## src/rtl/calc2_pkg.sv

```systemverilog
// Shared types and widths for the calc2 port issuer and its completion FIFO.
package calc2_pkg;

    localparam int DATA_W = 32;
    localparam int CMD_W  = 4;
    localparam int TAG_W  = 2;

    typedef enum logic [CMD_W-1:0] {
        CMD_NOP = 4'd0,
        CMD_ADD = 4'd1,
        CMD_SUB = 4'd2,
        CMD_SHL = 4'd5,
        CMD_SHR = 4'd6
    } cmd_e;

    typedef enum logic [1:0] {
        RESP_NONE    = 2'd0,
        RESP_OK      = 2'd1,
        RESP_OVF     = 2'd2,
        RESP_INVALID = 2'd3
    } resp_e;

    typedef enum logic [1:0] {
        S_IDLE,
        S_OP1,
        S_OP2
    } issue_state_e;

    typedef struct packed {
        logic [1:0]        resp;
        logic [DATA_W-1:0] data;
        logic [TAG_W-1:0]  tag;
        logic [CMD_W-1:0]  cmd;
    } cpl_t;

    function automatic logic [TAG_W:0] count_ones(input logic [2**TAG_W-1:0] v);
        logic [TAG_W:0] n;
        n = '0;
        for (int i = 0; i < 2**TAG_W; i++)
            n = n + {{TAG_W{1'b0}}, v[i]};
        return n;
    endfunction

endpackage

```

## src/rtl/calc2_cpl_fifo.sv

```systemverilog
// In-order completion queue; storage is registered and the head reads as zero when empty.
module calc2_cpl_fifo import calc2_pkg::*; #(
    parameter int DEPTH_LOG2 = 2
) (
    input  logic clk,
    input  logic reset,
    input  logic push,
    input  cpl_t push_data,
    input  logic pop,
    output logic valid,
    output cpl_t head
);

    localparam int DEPTH = 2**DEPTH_LOG2;

    cpl_t                  mem [DEPTH];
    logic [DEPTH_LOG2-1:0] wr_ptr;
    logic [DEPTH_LOG2-1:0] rd_ptr;
    logic [DEPTH_LOG2:0]   count;
    logic                  do_pop;

    assign valid  = (count != '0);
    assign do_pop = pop && valid;
    assign head   = valid ? mem[rd_ptr] : '0;

    always_ff @(posedge clk) begin
        if (push)
            mem[wr_ptr] <= push_data;
    end

    // Overflow is impossible: every entry holds a distinct allocated tag.
    always_ff @(posedge clk) begin
        if (reset) begin
            wr_ptr <= '0;
            rd_ptr <= '0;
            count  <= '0;
        end else begin
            if (push)
                wr_ptr <= wr_ptr + 1'b1;
            if (do_pop)
                rd_ptr <= rd_ptr + 1'b1;
            case ({push, do_pop})
                2'b10:   count <= count + 1'b1;
                2'b01:   count <= count - 1'b1;
                default: count <= count;
            endcase
        end
    end

endmodule

```

## src/rtl/calc2_port_issuer.sv

```systemverilog
// Tagged request issuer for one calc2 port: two-cycle request serialiser plus in-order completion queue.
// Optional watchdog per tag is enabled with `define CALC2_ISSUE_TIMEOUT_EN.
module calc2_port_issuer import calc2_pkg::*; #(
    parameter int DATA_W = 32,
    parameter int CMD_W  = 4,
    parameter int TAG_W  = 2
`ifdef CALC2_ISSUE_TIMEOUT_EN
    , parameter int TIMEOUT_CYC = 64
`endif
) (
    input  logic              c_clk,
    input  logic              reset,
    input  logic              in_valid,
    output logic              in_ready,
    input  logic [CMD_W-1:0]  in_cmd,
    input  logic [DATA_W-1:0] in_op1,
    input  logic [DATA_W-1:0] in_op2,
    output logic [CMD_W-1:0]  req_cmd_out,
    output logic [DATA_W-1:0] req_data_out,
    output logic [TAG_W-1:0]  req_tag_out,
    input  logic [1:0]        rsp_resp,
    input  logic [DATA_W-1:0] rsp_data,
    input  logic [TAG_W-1:0]  rsp_tag,
    output logic              cpl_valid,
    input  logic              cpl_ready,
    output logic [1:0]        cpl_resp,
    output logic [DATA_W-1:0] cpl_data,
    output logic [TAG_W-1:0]  cpl_tag,
    output logic [CMD_W-1:0]  cpl_cmd,
    output logic [TAG_W:0]    outstanding,
    output logic              spurious_err
);

    localparam int NTAGS = 2**TAG_W;

    issue_state_e      state, state_next;
    logic [NTAGS-1:0]  alloc, responded;
    logic [CMD_W-1:0]  cmd_mem [NTAGS];
    logic [DATA_W-1:0] op2_q;
    logic [TAG_W-1:0]  cur_tag;
    logic [CMD_W-1:0]  req_cmd_next;
    logic [DATA_W-1:0] req_data_next;
    logic [TAG_W-1:0]  req_tag_next;
    logic              have_free;
    logic [TAG_W-1:0]  free_tag;
    logic              accept, pop, rsp_hit, rsp_spur, push, fifo_valid;
    cpl_t              push_data, head;

    always_comb begin
        have_free = 1'b0;
        free_tag  = '0;
        for (int i = NTAGS-1; i >= 0; i--) begin
            if (!alloc[i]) begin
                have_free = 1'b1;
                free_tag  = TAG_W'(i);
            end
        end
    end

    assign in_ready = !reset && (state == S_IDLE || state == S_OP2) && have_free;
    assign accept   = in_valid && in_ready;
    assign pop      = fifo_valid && cpl_ready;
    assign rsp_hit  = (rsp_resp != 2'd0) && alloc[rsp_tag] && !responded[rsp_tag];
    assign rsp_spur = (rsp_resp != 2'd0) && !rsp_hit;

    always_comb begin
        state_next    = S_IDLE;
        req_cmd_next  = '0;
        req_data_next = '0;
        req_tag_next  = '0;
        case (state)
            S_IDLE, S_OP2: begin
                if (accept) begin
                    state_next    = S_OP1;
                    req_cmd_next  = in_cmd;
                    req_data_next = in_op1;
                    req_tag_next  = free_tag;
                end
            end
            S_OP1: begin
                state_next    = S_OP2;
                req_data_next = op2_q;
            end
            default: state_next = S_IDLE;
        endcase
    end

`ifdef CALC2_ISSUE_TIMEOUT_EN
    localparam int TMR_W = $clog2(TIMEOUT_CYC + 1);

    logic [TMR_W-1:0] timer [NTAGS];
    logic [NTAGS-1:0] running;
    logic             to_fire;
    logic [TAG_W-1:0] to_tag;

    // A real response always wins the single push slot; an expired timer simply waits.
    always_comb begin
        to_fire = 1'b0;
        to_tag  = '0;
        for (int i = NTAGS-1; i >= 0; i--) begin
            if (!rsp_hit && running[i] && alloc[i] && !responded[i] &&
                timer[i] >= TMR_W'(TIMEOUT_CYC - 1)) begin
                to_fire = 1'b1;
                to_tag  = TAG_W'(i);
            end
        end
    end

    always_ff @(posedge c_clk) begin
        if (reset) begin
            running <= '0;
            for (int i = 0; i < NTAGS; i++)
                timer[i] <= '0;
        end else begin
            for (int i = 0; i < NTAGS; i++)
                if (running[i] && !responded[i] && timer[i] < TMR_W'(TIMEOUT_CYC - 1))
                    timer[i] <= timer[i] + 1'b1;
            if (state == S_OP2) begin
                running[cur_tag] <= 1'b1;
                timer[cur_tag]   <= TMR_W'(1);
            end
            if (accept)
                running[free_tag] <= 1'b0;
        end
    end
`endif

    always_comb begin
        push           = rsp_hit;
        push_data      = '0;
        push_data.resp = rsp_resp;
        push_data.data = rsp_data;
        push_data.tag  = rsp_tag;
        push_data.cmd  = cmd_mem[rsp_tag];
`ifdef CALC2_ISSUE_TIMEOUT_EN
        if (to_fire) begin
            push           = 1'b1;
            push_data.resp = RESP_INVALID;
            push_data.data = '0;
            push_data.tag  = to_tag;
            push_data.cmd  = cmd_mem[to_tag];
        end
`endif
    end

    // Tags return to the pool only when their completion is consumed.
    always_ff @(posedge c_clk) begin
        if (reset) begin
            state        <= S_IDLE;
            req_cmd_out  <= '0;
            req_data_out <= '0;
            req_tag_out  <= '0;
            alloc        <= '0;
            responded    <= '0;
            op2_q        <= '0;
            cur_tag      <= '0;
            spurious_err <= 1'b0;
        end else begin
            state        <= state_next;
            req_cmd_out  <= req_cmd_next;
            req_data_out <= req_data_next;
            req_tag_out  <= req_tag_next;
            if (accept) begin
                alloc[free_tag]     <= 1'b1;
                responded[free_tag] <= 1'b0;
                cmd_mem[free_tag]   <= in_cmd;
                op2_q               <= in_op2;
                cur_tag             <= free_tag;
            end
            if (pop)
                alloc[head.tag] <= 1'b0;
            if (rsp_hit)
                responded[rsp_tag] <= 1'b1;
`ifdef CALC2_ISSUE_TIMEOUT_EN
            if (to_fire)
                responded[to_tag] <= 1'b1;
`endif
            if (rsp_spur)
                spurious_err <= 1'b1;
        end
    end

    calc2_cpl_fifo #(.DEPTH_LOG2(TAG_W)) u_cpl_fifo (
        .clk       (c_clk),
        .reset     (reset),
        .push      (push),
        .push_data (push_data),
        .pop       (pop),
        .valid     (fifo_valid),
        .head      (head)
    );

    assign cpl_valid   = fifo_valid;
    assign cpl_resp    = head.resp;
    assign cpl_data    = head.data;
    assign cpl_tag     = head.tag;
    assign cpl_cmd     = head.cmd;
    assign outstanding = count_ones(alloc);

endmodule

```

## config.mk

```make
export PLATFORM = sky130hd
export DESIGN_NAME = calc2_port_issuer
export DESIGN_NICKNAME = d
export VERILOG_FILES = /design/src/rtl/calc2_pkg.sv /design/src/rtl/calc2_cpl_fifo.sv /design/src/rtl/calc2_port_issuer.sv
export SDC_FILE = /design/constraint.sdc
export NUM_CORES = 1
export LEC_CHECK = 0
export CAP_MARGIN = 20
export CELL_PAD_IN_SITES_DETAIL_PLACEMENT = 2
export CELL_PAD_IN_SITES_GLOBAL_PLACEMENT = 2
export CORE_ASPECT_RATIO = 0.8
export CORE_MARGIN = 4
export CORE_UTILIZATION = 37
export DETAILED_ROUTE_END_ITERATION = 12
export GPL_TIMING_DRIVEN = 0
export PLACE_DENSITY_LB_ADDON = 0.05
export SLEW_MARGIN = 5
export SYNTH_ARGS = -nofsm -noshare
export SYNTH_HDL_FRONTEND = slang
export SYNTH_SLANG_ARGS = --single-unit
```

## constraint.sdc

```tcl
create_clock -name c_clk -period 2.9 [get_ports c_clk]
set_input_delay 0.435 -clock c_clk [delete_from_list [all_inputs] [get_ports c_clk]]
set_output_delay 0.435 -clock c_clk [all_outputs]
set_load 0.005 [all_outputs]
```

==> results of run 1 <==
-- through the flow --
stage	setup slack (ns)	TNS (ns)	utilization, %
2_1_floorplan	0.2249	0	-
3_3_place_gp	-1.395	-222.79	46.72
6_report	0.04742	0	50.79
3_5_place_dp	-0.4703	-53.87	47.04
4_1_cts	0.001534	0	50.51
5_1_grt	-0.03206	-0.03701	50.79
-- cell families after synthesis --
kind of cell,after synthesis
flops,266
simple gates,157
compound gates,84
buf+inv,49
mux,46
fa+ha+maj,10
xor+xnor,4
-- path summary, 6_finish.rpt --
| kind | from | end | slack, ns |
|---|---|---|---|
| hold reg to reg | op2_q[10]$_SDFFE_PP0P_ | op2_q[10]$_SDFFE_PP0P_ | 0.47 |
| hold / removal | in_op2[18] | op2_q[18]$_SDFFE_PP0P_ | 0.44 |
| setup / recovery | flop | cpl_data[19] | 0.05 |
| setup reg to reg | alloc[2]$_SDFF_PP0_ | u_cpl_fifo.count[2]$_SDFFE_PP0P_ | 0.35 |
-- placed cells by master (no fill, tap or decap), drive strengths merged, types with 15 or more instances in the layout --
cell,n
and2,49
nand2,37
clkbuf,52
edfxtp,176
o21ai,36
mux4,44
nor2,15
buf,35
a22o,32
nand2b,35
dfxtp,90
clkdlybuf4s50,178
-- registers in the layout, indices dropped and copies added, names as in the netlist, named ones only --
register / cells
u_cpl_fifo.mem: 160
op2_q: 32
req_data_out: 32
cmd_mem: 16
alloc: 4
req_cmd_out: 4
responded: 4
u_cpl_fifo.count: 3
req_tag_out: 2
state: 2
u_cpl_fifo.rd_ptr: 2
u_cpl_fifo.wr_ptr: 2
spurious_err: 1
-- routing by layer --
| metal | vias to the layer above | routed length, um | GRT usage [%] |
|---|---|---|---|
| met5 | - | 34 | 0 |
| met4 | 6 | 537 | 3.453 |
| met3 | 40 | 1866 | 5.249 |
| met2 | 165 | 14530 | 32.88 |
| met1 | 3118 | 11370 | 22.90 |
| li1 | 2769 | - | - |
-- Yosys cell counts (all sizes together), types with 3 or more instances --
cell type	count	area (sq um)
edfxtp	176	5285
dfxtp	90	1802
and2	49	306.5
mux4	44	991.0
nand2	37	138.9
o21ai	36	180.2
nand2b	35	219.0
a22o	32	280.3
buf	23	150.1
nor2	15	56.30
clkbuf	14	52.55
inv	12	45.05
ha	8	100.1
a21oi	7	35.03
nor3b	6	55.05
nor3	4	20.02
nand3	3	15.01
xor2	3	26.28
-- power groups by stage --
stage | logic (mW) | registers [mW] | clock network [mW]
after floorplan | 0.741 | 4.28 | 0
after global placement | 1.54 | 4.29 | 0
after detailed placement | 1.60 | 4.30 | 0
after CTS | 1.68 | 4.22 | 3.32
after global routing | 1.82 | 4.23 | 3.52
final | 1.68 | 4.22 | 3.24
-- cell type report --
cell class / instances / area share, %
inverters: 12 / 0.3352
clock buffers: 40 / 5.614
plain buffers: 35 / 1.992
clock inverters: 10 / 0.4283
well taps: 357 / 3.324
flip-flops and latches: 266 / 52.78
multi-input cells: 301 / 19.97
repair buffers: 204 / 15.56
-- critical path, stage by stage (launching register included) --
cell,delay [ns]
dfxtp_1,0.32
buf_6,0.12
buf_12,0.13
buf_12,0.15
mux4_2,0.51
and2_1,0.18
clkdlybuf4s50_1,0.46
-- what timing repair did --
action / 4_1_cts / 5_1_grt
endpoints found under the setup margin: 45 / 30
cloned: 1 / 0
buffers inserted: 2 / 6
resized for setup: 36 / 13
==> run summary, run 1 <==
status = complete, no violations
via count = 6098
Reg2Reg Depth = 10
Worst EP required = 2.47 ns
CTS buffer count = 27
H-tree Lvls = 1
input/output buffers = 191
Compound-Gate Fraction of Synth Area = 5.991%
#FFs+latches synth = 266
die extent in x = 191.8 um
CTS tree = done
Clock Latency Late Sink = 0.54 ns
Reg clk slew, reported paths = 0.06 ns
clk root buf = clkbuf_16
Power Total = 9.140 mW
CTS Sinks = 266
gr ovfl total = 0
syn_nets = 734
Adder-Cell Fraction of Synth Area = 1.401%
synth unique cells = 43
Ant. Diodes = 0
critical path type = flop to output port
max-slew violations = 0
Leakage = 4.659 nW
Max-cap violations = 0
asr flop ratio synth = 0%
vias in the first global route = 7044
layout net count = 965
DRC violation count after routing = 0
CP arrival = 2.42 ns
final worst path period share = 98.36%
hold-critical path depth = 3
final WL = 28340 um
drt first pass iters = 6
Max VDD drop = 0.3846 mV
Total Die Area = 29750 sq um
Iter 0 DRT Violations = 250
largest net degree at the start of global routing = 22
Area Growth Syn to Fin = 34.35%
min Tclk post-route = 2.853 ns
fraction of power consumed by sequential logic = 46.2%
final non-filler cell total = 1225
min-delay worst type = primary input to flop
Net Sw Power = 2.204 mW
io pins = 192
vias per cell = 4.978
WL/cell = 23.13 um
YS warnings = 0
EDFF count, synth = 176
footprint of the multi-input gates = 2684 sq um
mux cell area share after synthesis = 10.12%
Final Hold Fails = 0
worst-path maximum fanout = 10
# fillers = 2433
Cell Area, Synth = 10000 sq um
Die H = 155.1 um
hold_buf cts = 0
Initial Util = 37.81%
gp weighted congestion = 0.7553
syn avg cell area = 16.24 sq um
DP Area = 12450 sq um
Post-Synth XOR/XNOR Area = 0.3502%
post-synthesis cell count = 616
post-DP HPWL = 19730 um
Final setup viols = 0
dpl cells = 1168
sequential cell area = 7093 sq um
simple-gate share of the synthesized area = 8.818%
Worst Setup Start Kind = flop
clock share of power = 35.4%
Slew @ Worst Pin = 0.6688 ns
combinational family with the most area after synthesis = multiplexers
most common flop cell mapped by yosys = edfxtp_1
share of layout cells above drive strength 1 = 15.78%
setup skew after layout = 0.01140 ns
post-synthesis sequential area ratio = 70.84%
first-pass GRT wire length = 42500 um
final instance area = 13440 sq um
Post-DRT Antenna Nets = 0
Clock Tree Buf Depth = 3
logic gate share of total power = 18.4%
GRT Overall Usage = 18.55%
power per cell area = 680.1 nW/um^2
switch share = 24.11%
max_slew headroom = 55.32%
Pint = 6.936 mW
initial antenna violation count = 3
cell row count = 53
WHS = 0.4394 ns
fmax = 350.6 MHz
CP endpoint kind = output port
total core area = 26460 sq um
(Power assumes the default switching activity.)
==> run 2, diff against run 1 <==
==> constraint.sdc (replaced) <==
create_clock -name c_clk -period 2.9 [get_ports c_clk]
set_input_delay 0.58 -clock c_clk [delete_from_list [all_inputs] [get_ports c_clk]]
set_output_delay 0.58 -clock c_clk [all_outputs]
set_load 0.005 [all_outputs]
==> run summary, run 2 (synthesis results as in run 1) <==
Final setup viols = 0 (unchanged)
commonest non-fill, non-tap cells in the layout = 176 x edfxtp_1, 156 x clkdlybuf4s50_1, 85 x dfxtp_1
status = complete, no violations
CP Cell Sequence = clkdlybuf4s50_1 -> buf_4 -> clkbuf_4 -> nor3_2 -> clkdlybuf4s50_1
Worst EP required = 2.32 ns (-0.15 ns)
Reg with most FFs = u_cpl_fifo.mem
Clock Tree Buf Depth = 3 (unchanged)
max reg flops = 160 (unchanged)
Initial Util = 37.81% (unchanged)
CP arrival = 2.27 ns (-0.15 ns)
max-slew violations = 0 (unchanged)
DRC violation count after routing = 0 (unchanged)
Total Die Area = 29750 sq um (unchanged)
die extent in x = 191.8 um (unchanged)
final WL = 27730 um (-2.1%)
Leakage = 4.706 nW (+1.0%)
crit-path most repeated cell = clkdlybuf4s50_1
hold path start = rsp_tag[0]
vias per cell = 4.952 (-0.52%)
worst-path maximum fanout = 19 (+9)
gp weighted congestion = 0.7553 (unchanged)
final non-filler cell total = 1225 (unchanged)
Reg-to-Reg End = u_cpl_fifo.count[2]$_SDFFE_PP0P_
post-DP HPWL = 19730 um (unchanged)
dpl cells = 1168 (unchanged)
Power Total = 9.065 mW (-0.82%)
Slew @ Worst Pin = 0.6683 ns (-0.0004607 ns)
CP endpoint kind = output port
setup skew after layout = 0.008384 ns (-0.003018 ns)
Place WS = -0.6153 ns (-0.1450 ns)
Die H = 155.1 um (unchanged)
total core area = 26460 sq um (unchanged)
CTS tree = done
vias in the first global route = 7038 (-0.085%)
share of layout cells above drive strength 1 = 16.15% (+0.36 points)
H-tree Lvls = 1 (unchanged)
GRT Overall Usage = 18.47% (-0.080 points)
initial antenna violation count = 3 (unchanged)
min Tclk post-route = 2.846 ns (-0.006303 ns)
clk root buf = clkbuf_16
first-pass GRT wire length = 42320 um (-0.42%)
hold-critical path depth = 1 (-2)
cell row count = 53 (unchanged)
Area Growth Syn to Fin = 34.21%
Reg-to-Reg Start = alloc[2]$_SDFF_PP0_
CTS buffer count = 27 (unchanged)
Util after Layout = 50.74% (-0.052 points)
power per cell area = 675.2 nW/um^2 (-0.72%)
WHS = 0.4509 ns (+0.01153 ns)
# fillers = 2431 (-0.082%)
Post-DRT Antenna Nets = 0 (unchanged)
critical path type = primary input to output port
Worst Setup Start Kind = primary input
most common cell after layout, fill and taps aside = edfxtp_1
Max-cap violations = 0 (unchanged)
Final Hold Fails = 0 (unchanged)
Iter 0 DRT Violations = 272 (+8.8%)
max_slew headroom = 55.35% (about the same)
RSZ-0062 raised after global routing = false
Clock Latency Late Sink = 0.54 ns (about the same)
Max VDD drop = 0.4184 mV (+8.8%)
final worst path period share = 98.15% (-0.22 points)
fmax = 351.3 MHz (+0.22%)
highest cell delay on the worst timing path = 0.55 ns (+0.04 ns)
io pins = 192 (unchanged)
Hold EP = u_cpl_fifo.mem[2][4]$_DFFE_PP_
min-delay worst type = primary input to flop
Max stage delay cell, worst path = clkdlybuf4s50_1
Reg clk slew, reported paths = 0.06 ns (about the same)
largest net degree at the start of global routing = 22 (unchanged)
final worst slack = 0.05373 ns (+0.006303 ns)
input/output buffers = 191 (unchanged)
hold_buf cts = 0 (unchanged)
via count = 6066 (-0.52%)
gr ovfl total = 0 (unchanged)
layout net count = 964 (-0.10%)
WL/cell = 22.64 um (-2.1%)
biggest regs = u_cpl_fifo.mem: 160 flops, op2_q: 32 flops, req_data_out: 32 flops
drt first pass iters = 6 (unchanged)
CTS Sinks = 266 (unchanged)
Reg2Reg Setup Slack = 0.36 ns (about the same)
Reg2Reg Depth = 10 (unchanged)
==> run 2: repair_timing <==
item | CTS | global route
gates resized for setup | 77 | 8
cloned | 1 | 0
setup endpoints to repair | 130 | 105
pin swaps | 1 | 1
buffers inserted | 8 | 0
==> run 2: worst max path at each step <==
stage | start | end | slack, ns | cells after the start
final | reset | in_ready | 0.05 | 5
after detailed placement | rsp_tag[1] | u_cpl_fifo.count[2]$_SDFFE_PP0P_ | -0.62 | 12
after CTS | flop | cpl_data[4] | -0.03 | 5
after global routing | reset | in_ready | 0.004 | 5
after global placement | rsp_tag[1] | u_cpl_fifo.mem[0][14]$_DFFE_PP_ | -1.54 | 6
after floorplan | rsp_tag[0] | u_cpl_fifo.mem[1][0]$_DFFE_PP_ | 0.08 | 5
==> run 2: power breakdown <==
| part | total, mW | switching (mW) | internal, mW |
|---|---|---|---|
| registers | 4.23 | 0.0665 | 4.16 |
| clock network | 3.22 | 1.42 | 1.80 |
| logic | 1.61 | 0.697 | 0.917 |
==> run 2: layout make-up <==
cell class                      instances  area [sq um]  area share [%]
Timing Repair Buffer                  204          2061           15.35
Tap cell                              357         446.7           3.327
Buffer                                 34         274.0           2.041
Sequential cell                       266          7098           52.87
Clock buffer                           40         754.5           5.620
Antenna cell                            1         2.502         0.01864
Multi-Input combinational cell        301          2686           20.01
Inverter                               12         45.04          0.3355
Clock inverter                         10         57.56          0.4287
==> run 2: metrics by stage <==
stage,TNS [ns],area [sq um]
3_5_place_dp,-77.85,12450
4_1_cts,-0.02677,13430
5_1_grt,0,13420
6_report,0,13430
3_3_place_gp,-246.58,12360
2_1_floorplan,0,10000
==> run 2: critical path, delay by kind of cell <==
family | cells | cell delay (ns)
and+or+nand+nor | 1 | 0.24
buffers and inverters | 4 | 1.42
==> run 2: layer usage <==
layer | vias up | track usage (%) | part of all wire [%]
li1 | 2766 | - | -
met1 | 3070 | 22.82 | 39
met2 | 181 | 32.73 | 51
met3 | 43 | 5.070 | 7.6
met4 | 6 | 3.658 | 2.1
met5 | - | 0 | 0.12
